[src/rtl/dmem_arbiter.sv]
// Two-port data-memory arbiter: round-robin or fixed-priority grant, then a single
// memory access (or read-modify-write for sub-word stores) with a one-cycle done pulse.
module dmem_arbiter #(
    parameter bit RR_EN = 1'b1
) (
    input  logic        clk,
    input  logic        rst,
    input  logic        m0_req,
    input  logic        m0_we,
    input  logic [1:0]  m0_size,
    input  logic [31:0] m0_addr,
    input  logic [31:0] m0_wdata,
    output logic        m0_gnt,
    output logic        m0_done,
    output logic [31:0] m0_rdata,
    output logic        m0_err,
    input  logic        m1_req,
    input  logic        m1_we,
    input  logic [1:0]  m1_size,
    input  logic [31:0] m1_addr,
    input  logic [31:0] m1_wdata,
    output logic        m1_gnt,
    output logic        m1_done,
    output logic [31:0] m1_rdata,
    output logic        m1_err,
    output logic        mem_rd,
    output logic        mem_wr,
    output logic        mem_cs_n,
    output logic [31:0] mem_addr,
    output logic [31:0] mem_wdata,
    input  logic [31:0] mem_rdata
);

    typedef enum logic [2:0] {IDLE, ACC, RMW_RD, RMW_WR, DONE} state_t;

    state_t      state_reg;
    logic        last_reg;
    logic        port_reg;
    logic        we_reg;
    logic [1:0]  size_reg;
    logic [31:0] addr_reg;
    logic [31:0] wdata_reg;
    logic [1:0]  done_reg;
    logic [1:0]  err_reg;
    logic [31:0] rdata_reg [2];
    logic        mem_rd_reg;
    logic        mem_wr_reg;
    logic        mem_cs_n_reg;
    logic [31:0] mem_addr_reg;
    logic [31:0] mem_wdata_reg;

    logic        pick1;
    logic        gnt_any;
    logic        sel_we;
    logic [1:0]  sel_size;
    logic [31:0] sel_addr;
    logic [31:0] sel_wdata;

    function automatic logic [31:0] load_fmt(input logic [1:0] size, input logic [31:0] word);
        case (size)
            2'b00:   load_fmt = {24'b0, word[7:0]};
            2'b01:   load_fmt = {16'b0, word[15:0]};
            default: load_fmt = word;
        endcase
    endfunction

    function automatic logic [31:0] merge(input logic [1:0] size, input logic [31:0] word,
                                          input logic [31:0] data);
        case (size)
            2'b00:   merge = {word[31:8], data[7:0]};
            2'b01:   merge = {word[31:16], data[15:0]};
            default: merge = data;
        endcase
    endfunction

    // last_reg holds the port granted most recently; port 1 wins a tie only after port 0 went last.
    always_comb begin
        pick1 = 1'b0;
        if (m1_req && (!m0_req || (RR_EN && !last_reg))) begin
            pick1 = 1'b1;
        end
    end

    assign gnt_any   = rst && (state_reg == IDLE) && (m0_req || m1_req);
    assign m0_gnt    = gnt_any && !pick1;
    assign m1_gnt    = gnt_any && pick1;
    assign sel_we    = pick1 ? m1_we    : m0_we;
    assign sel_size  = pick1 ? m1_size  : m0_size;
    assign sel_addr  = pick1 ? m1_addr  : m0_addr;
    assign sel_wdata = pick1 ? m1_wdata : m0_wdata;

    assign m0_done   = done_reg[0];
    assign m1_done   = done_reg[1];
    assign m0_err    = err_reg[0];
    assign m1_err    = err_reg[1];
    assign m0_rdata  = rdata_reg[0];
    assign m1_rdata  = rdata_reg[1];
    assign mem_rd    = mem_rd_reg;
    assign mem_wr    = mem_wr_reg;
    assign mem_cs_n  = mem_cs_n_reg;
    assign mem_addr  = mem_addr_reg;
    assign mem_wdata = mem_wdata_reg;

    // Memory strobes are registered on entry to each access state, so a reset
    // before the write-cycle edge can never let a store reach memory.
    always_ff @(posedge clk or negedge rst) begin
        if (!rst) begin
            state_reg     <= IDLE;
            last_reg      <= 1'b1;
            port_reg      <= 1'b0;
            we_reg        <= 1'b0;
            size_reg      <= 2'b00;
            addr_reg      <= '0;
            wdata_reg     <= '0;
            done_reg      <= '0;
            err_reg       <= '0;
            rdata_reg[0]  <= '0;
            rdata_reg[1]  <= '0;
            mem_rd_reg    <= 1'b0;
            mem_wr_reg    <= 1'b0;
            mem_cs_n_reg  <= 1'b1;
            mem_addr_reg  <= '0;
            mem_wdata_reg <= '0;
        end else begin
            done_reg      <= '0;
            err_reg       <= '0;
            rdata_reg[0]  <= '0;
            rdata_reg[1]  <= '0;
            mem_rd_reg    <= 1'b0;
            mem_wr_reg    <= 1'b0;
            mem_cs_n_reg  <= 1'b1;
            mem_addr_reg  <= '0;
            mem_wdata_reg <= '0;
            case (state_reg)
                IDLE: begin
                    if (gnt_any) begin
                        last_reg  <= pick1;
                        port_reg  <= pick1;
                        we_reg    <= sel_we;
                        size_reg  <= sel_size;
                        addr_reg  <= sel_addr;
                        wdata_reg <= sel_wdata;
                        if (sel_size == 2'b11) begin
                            state_reg       <= DONE;
                            done_reg[pick1] <= 1'b1;
                            err_reg[pick1]  <= 1'b1;
                        end else if (sel_we && sel_size != 2'b10) begin
                            state_reg    <= RMW_RD;
                            mem_rd_reg   <= 1'b1;
                            mem_cs_n_reg <= 1'b0;
                            mem_addr_reg <= sel_addr;
                        end else begin
                            state_reg    <= ACC;
                            mem_cs_n_reg <= 1'b0;
                            mem_addr_reg <= sel_addr;
                            if (sel_we) begin
                                mem_wr_reg    <= 1'b1;
                                mem_wdata_reg <= sel_wdata;
                            end else begin
                                mem_rd_reg <= 1'b1;
                            end
                        end
                    end
                end
                ACC: begin
                    state_reg          <= DONE;
                    done_reg[port_reg] <= 1'b1;
                    if (!we_reg) begin
                        rdata_reg[port_reg] <= load_fmt(size_reg, mem_rdata);
                    end
                end
                RMW_RD: begin
                    state_reg     <= RMW_WR;
                    mem_wr_reg    <= 1'b1;
                    mem_cs_n_reg  <= 1'b0;
                    mem_addr_reg  <= addr_reg;
                    mem_wdata_reg <= merge(size_reg, mem_rdata, wdata_reg);
                end
                RMW_WR: begin
                    state_reg          <= DONE;
                    done_reg[port_reg] <= 1'b1;
                end
                DONE: begin
                    state_reg <= IDLE;
                end
                default: begin
                    state_reg <= IDLE;
                end
            endcase
        end
    end

endmodule
[config.mk]
export PLATFORM = sky130hd
export DESIGN_NAME = dmem_arbiter
export DESIGN_NICKNAME = d
export VERILOG_FILES = /design/src/rtl/dmem_arbiter.sv
export SDC_FILE = /design/constraint.sdc
export NUM_CORES = 1
export LEC_CHECK = 0
export BUFFER_PORTS_ARGS = -buffer_cell sky130_fd_sc_hd__buf_2
export CORE_MARGIN = 8
export CORE_UTILIZATION = 49
export DETAILED_ROUTE_END_ITERATION = 7
export PLACE_DENSITY = 0.8
export RECOVER_POWER = 50
export SYNTH_ARGS = -nofsm -noshare
export SYNTH_HDL_FRONTEND = slang
export SYNTH_SLANG_ARGS = --single-unit
[constraint.sdc]
create_clock -name clk -period 2.7 [get_ports clk]
set_input_delay 0.81 -clock clk [delete_from_list [all_inputs] [get_ports clk]]
set_output_delay 0.81 -clock clk [all_outputs]
set_load 0.005 [all_outputs]
After elaboration in Yosys (flattened, before gate mapping)
Cells that the tools add are included.

Register bits after elaboration: 207. Logic and storage cells: 95. Input port bits: 170. Output and inout port bits: 137.

Equal/unequal tests: 7. Multiplexer cells: 46. Reduce and logical (&&, ||, !) cells: 18. Order comparisons: 6. Bitwise logic cells: 2.

Operator list (number): $mux 32 (11); $pmux 32 s2 (4); $mux 64 (2); $and 64x64->64 (1); $demux 32 s1 (1); $mux 1 (15); $mux 2 (5); $logic_and 1x1->1 (9); $pmux 3 s3 (1); $eq 3x2->1 const B (2); $mux 3 (2); $lt 1x2->1 const B (2); $ne 2x2->1 const B (2); $pmux 1 s2 (2); $pmux 2 s2 (1); $eq 3x1->1 const B (1); $logic_not 1->1 (3); $logic_not 3->1 (1); $demux 1 s1 (2); $eq 2x1->1 const B (1); $eq 2x2->1 const B (1); $ge 1x1->1 const B (2); $ge 2x2->1 const B (1); $logic_not 2->1 (1); 5 further kinds (6).

Logic depth before layout (Yosys ltp)
Word-level depth: 11. Mapped depth: 7. Mapped depth without buffers: 4.

Worst setup path after synthesis
Ideal clock, no wire load.

Path kind: in2out. From: input m0_req. To: output m0_gnt. Buffers on the path: 2. Required time: 1890 ps. Cell stages on the path: 5. Setup slack: 277 ps. Arrival: 1613 ps. Cell sequence: o21a_1 nand3b_1 buf_2 clkbuf_1 nor2_1.

Cells in the longest elaborated chain, start to end: 6. Elaborated cells between the ends (all ways): 8. Classes of those cells: mux: 1; reduce/logical: 7.

RTL lines: start, declared (line 8) `input logic m0_req,`; $logic_not 1->1 (line 79) `if (m1_req && (!m0_req || (RR_EN && !last_reg))) begin`; $logic_or 1x1->1 (line 79); $logic_and 1x1->1 (line 79); $mux 1 (line 79); $logic_not 1->1 (line 85) `assign m0_gnt = gnt_any && !pick1;`; $logic_and 1x1->1 * (line 85); end, declared (line 13) `output logic m0_gnt,`.

Every way passes the cells marked *; elsewhere a longest branch is shown, timed or not.

Final worst setup path
From: input m0_req. To: output m1_gnt.

Cells in the longest elaborated chain, start to end: 5. Elaborated cells between the ends (all ways): 7. Classes of those cells: mux: 1; reduce/logical: 6.

RTL lines: $logic_not 1->1 (line 79); $logic_or 1x1->1 (line 79); $logic_and 1x1->1 (line 79); $mux 1 (line 79); $logic_and 1x1->1 * (line 86) `assign m1_gnt = gnt_any && pick1;`; end, declared (line 22) `output logic m1_gnt,`.

Marked as above.

==> impl_metrics.env <==
export IMPL_outcome="completed"
export IMPL_critPathTopFamily="simple AND/OR/NAND/NOR gates"
export IMPL_min_from="wdata_reg[6]"
export IMPL_final_nets=1167
export IMPL_dr_pass1_iters=6
export IMPL_clock_fmax_mhz=395
export IMPL_final_hold_viol_count=0
export IMPL_hold_class="reg -> reg"
export IMPL_place_gp_congestion=0.808
export IMPL_swShare=0.306
export IMPL_cts_sinks=207
export IMPL_fp_dieW_um=146
export IMPL_core_area_um2=16500
export IMPL_routedWlPerCell_um=18.2
export IMPL_rr_worst_depth=5
export IMPL_critPathKind="in -> out"
export IMPL_p_total_mw=10.0
export IMPL_post_cts_buffers=0
export IMPL_worst_pin_slew_ps=1280
export IMPL_crit_chain="clkbuf_1 -> o21a_1 -> nand3b_1 -> nor2_2 -> buf_2"
export IMPL_hold_end="mem_wdata[6]"
export IMPL_p_sw_mw=3.08
export IMPL_end_kind="output pin"
export IMPL_synth_edf_count=0
export IMPL_ys_seq_area_frac=0.630
export IMPL_ctsHoldBuffers=0
export IMPL_p_int_mw=6.96
export IMPL_placed_cells=1194
export IMPL_drtAntennaViolNets=0
export IMPL_area_growth_pct=29.0
export IMPL_cap_viol_max_count=0
export IMPL_setup_viol=0
export IMPL_whs_ps=474
export IMPL_critPathSlowestCell="clkbuf_1"
export IMPL_wirelength_mm=22.4
export IMPL_post_synth_num_cell_types=37
export IMPL_synth_warnings=0
export IMPL_cp_max_fo=4
export IMPL_p_leak_nw=5.86
export IMPL_overflow=0
export IMPL_grtUsageTotal=0.206
export IMPL_die_area_um2=21200
export IMPL_grt_pass1_wl_mm=35.5
export IMPL_synth_top_area_share=0.624
export IMPL_cts_resized=0
export IMPL_ir_worst_vdd_v=0.000447
export IMPL_dp_hpwl_mm=15.7
export IMPL_worst_ep_required_time_ps=1890
export IMPL_dr_total_vias=6314
export IMPL_synth_area_leader_cell="dfrtp_1"
export IMPL_root_buffer="clkbuf_16"
export IMPL_clk_latency_ps=480
export IMPL_drc=0
export IMPL_power_frac_clock=0.312
export IMPL_netlist_instances=697
export IMPL_ios=307
export IMPL_ys_async_sr_fraction=1.00
export IMPL_rsz0062_at_grt="false"
export IMPL_reg2reg_to="m0_rdata[15]"
export IMPL_syn_num_nets=867
export IMPL_cts_buffers=21
export IMPL_p_seq_frac=0.434
export IMPL_numPortBuffers=306
export IMPL_yosysMostFrequentCell="dfrtp_1"
export IMPL_min_path_cells=2
export IMPL_drt_iter0_drc=251
export IMPL_die_h_um=146
export IMPL_rows=47
export IMPL_fin_crit_sh=0.937
export IMPL_p_per_area_nw_per_um2=946
export IMPL_clock_path_buffers=3
export IMPL_timing_final_max_slew_violations=0
export IMPL_r2r_start="state_reg[1]"
export IMPL_tritoncts="built"
export IMPL_path_buf_inv=2
export IMPL_start_util=0.498
export IMPL_htreeDepth=1
export IMPL_final_layout_size_suffix_gt1_frac=0.359
export IMPL_avgViaCountPerCell=5.12
export IMPL_stdcell_count=1233
export IMPL_start_kind="input port"
export IMPL_grt_max_degree=158
export IMPL_yosys_top_cells_count="dfrtp_1, nand2_1, mux2i_1, o21ai_0"
export IMPL_min_period_ps=2530
export IMPL_cpPeakStageDelay_ps=200
export IMPL_avgSynthCellArea_um2=11.8
export IMPL_grt_pass1_vias=6657
export IMPL_clk_pin_slew_ps=60
export IMPL_ys_flop_type="dfrtp_1"
export IMPL_yosys_top_cells_area="dfrtp_1, mux2i_1, nand2_1"
export IMPL_tns_ps=0
export IMPL_antenna_found_initial=4
export IMPL_arrival_ps=1720
export IMPL_reg2reg_slack_ps=240
export IMPL_syn_cell_area_um2=8230
export IMPL_comb_power_share=0.254
export IMPL_skew_ps=11.2
export IMPL_ys_ff_latch=207
export IMPL_relSlewSlack=0.135
## worst min-delay path, stage by stage, from the launching register on
cell,delay [ps]
dfrtp_1,340
nand2_1,40
o21ai_0,50
## worst max path at each step
stage | start | end | slack, ps | cells past startpoint
final | m0_req | m1_gnt | 170 | 5
after global routing | state_reg[0] | m1_gnt | 60 | 4
after CTS | state_reg[0] | m1_gnt | 50 | 4
after detailed placement | m0_req | m1_gnt | 220 | 5
after global placement | m0_req | m1_gnt | 270 | 5
after floorplan | m0_req | m0_gnt | 280 | 5
## cell families after synthesis
group	after synthesis	share of synthesized area
and+or+nand+nor	204	0.124
AOI/OAI and AO/OA	149	0.110
buffers and inverters	48	0.0281
muxes	89	0.108
DFF	207	0.630
## stage by stage
| step | setup WS (ps) | area [µm²] | utilization |
|---|---|---|---|
| after global placement | 267 | 10000 | 0.606 |
| after floorplan | 277 | 8230 | - |
| after detailed placement | 219 | 10000 | 0.606 |
| after global routing | 61.1 | 10600 | 0.642 |
| after CTS | 45.5 | 10800 | 0.652 |
| final | 171 | 10600 | 0.642 |
## power by group through the flow
stage          clock network [mW]  registers, mW  logic (mW)
2_1_floorplan                   0           4.36        1.70
3_3_place_gp                    0           4.39        2.66
3_5_place_dp                    0           4.41        2.75
4_1_cts                      3.20           4.37        2.76
5_1_grt                      3.32           4.45        2.88
6_report                     3.13           4.36        2.55
## placed cells by master, fill, tap and decap left out, drive strengths merged, types with 3 or more instances in the layout
cell type  instances
buf              315
dfrtp            205
nand2            112
o21ai            109
mux2i             89
clkbuf            38
and3              33
and2              33
o22ai             25
nor2              10
nand3b             6
bufinv             4
clkinv             4
nor4               3
a21oi              3
a31oi              3
nand3              3
## routing by layer
| layer | global-route usage | vias to the layer above | wire length (µm) |
|---|---|---|---|
| li1 | - | 3002 | - |
| met1 | 0.253 | 3028 | 9430 |
| met2 | 0.340 | 243 | 10700 |
| met3 | 0.0678 | 37 | 1800 |
| met4 | 0.0578 | 4 | 446 |
| met5 | 0 | - | 18 |
## cell type report
type / instances / area, µm²
fill: 1344 / 5910
sequential: 207 / 5180
multi-input combinational: 442 / 2710
timing repair buffer: 324 / 1680
clock buffer: 29 / 616
tap: 220 / 275
clock inverter: 8 / 144
antenna: 2 / 5.00
inverter: 1 / 3.75
No activity file was read; power rests on OpenSTA's default activity.
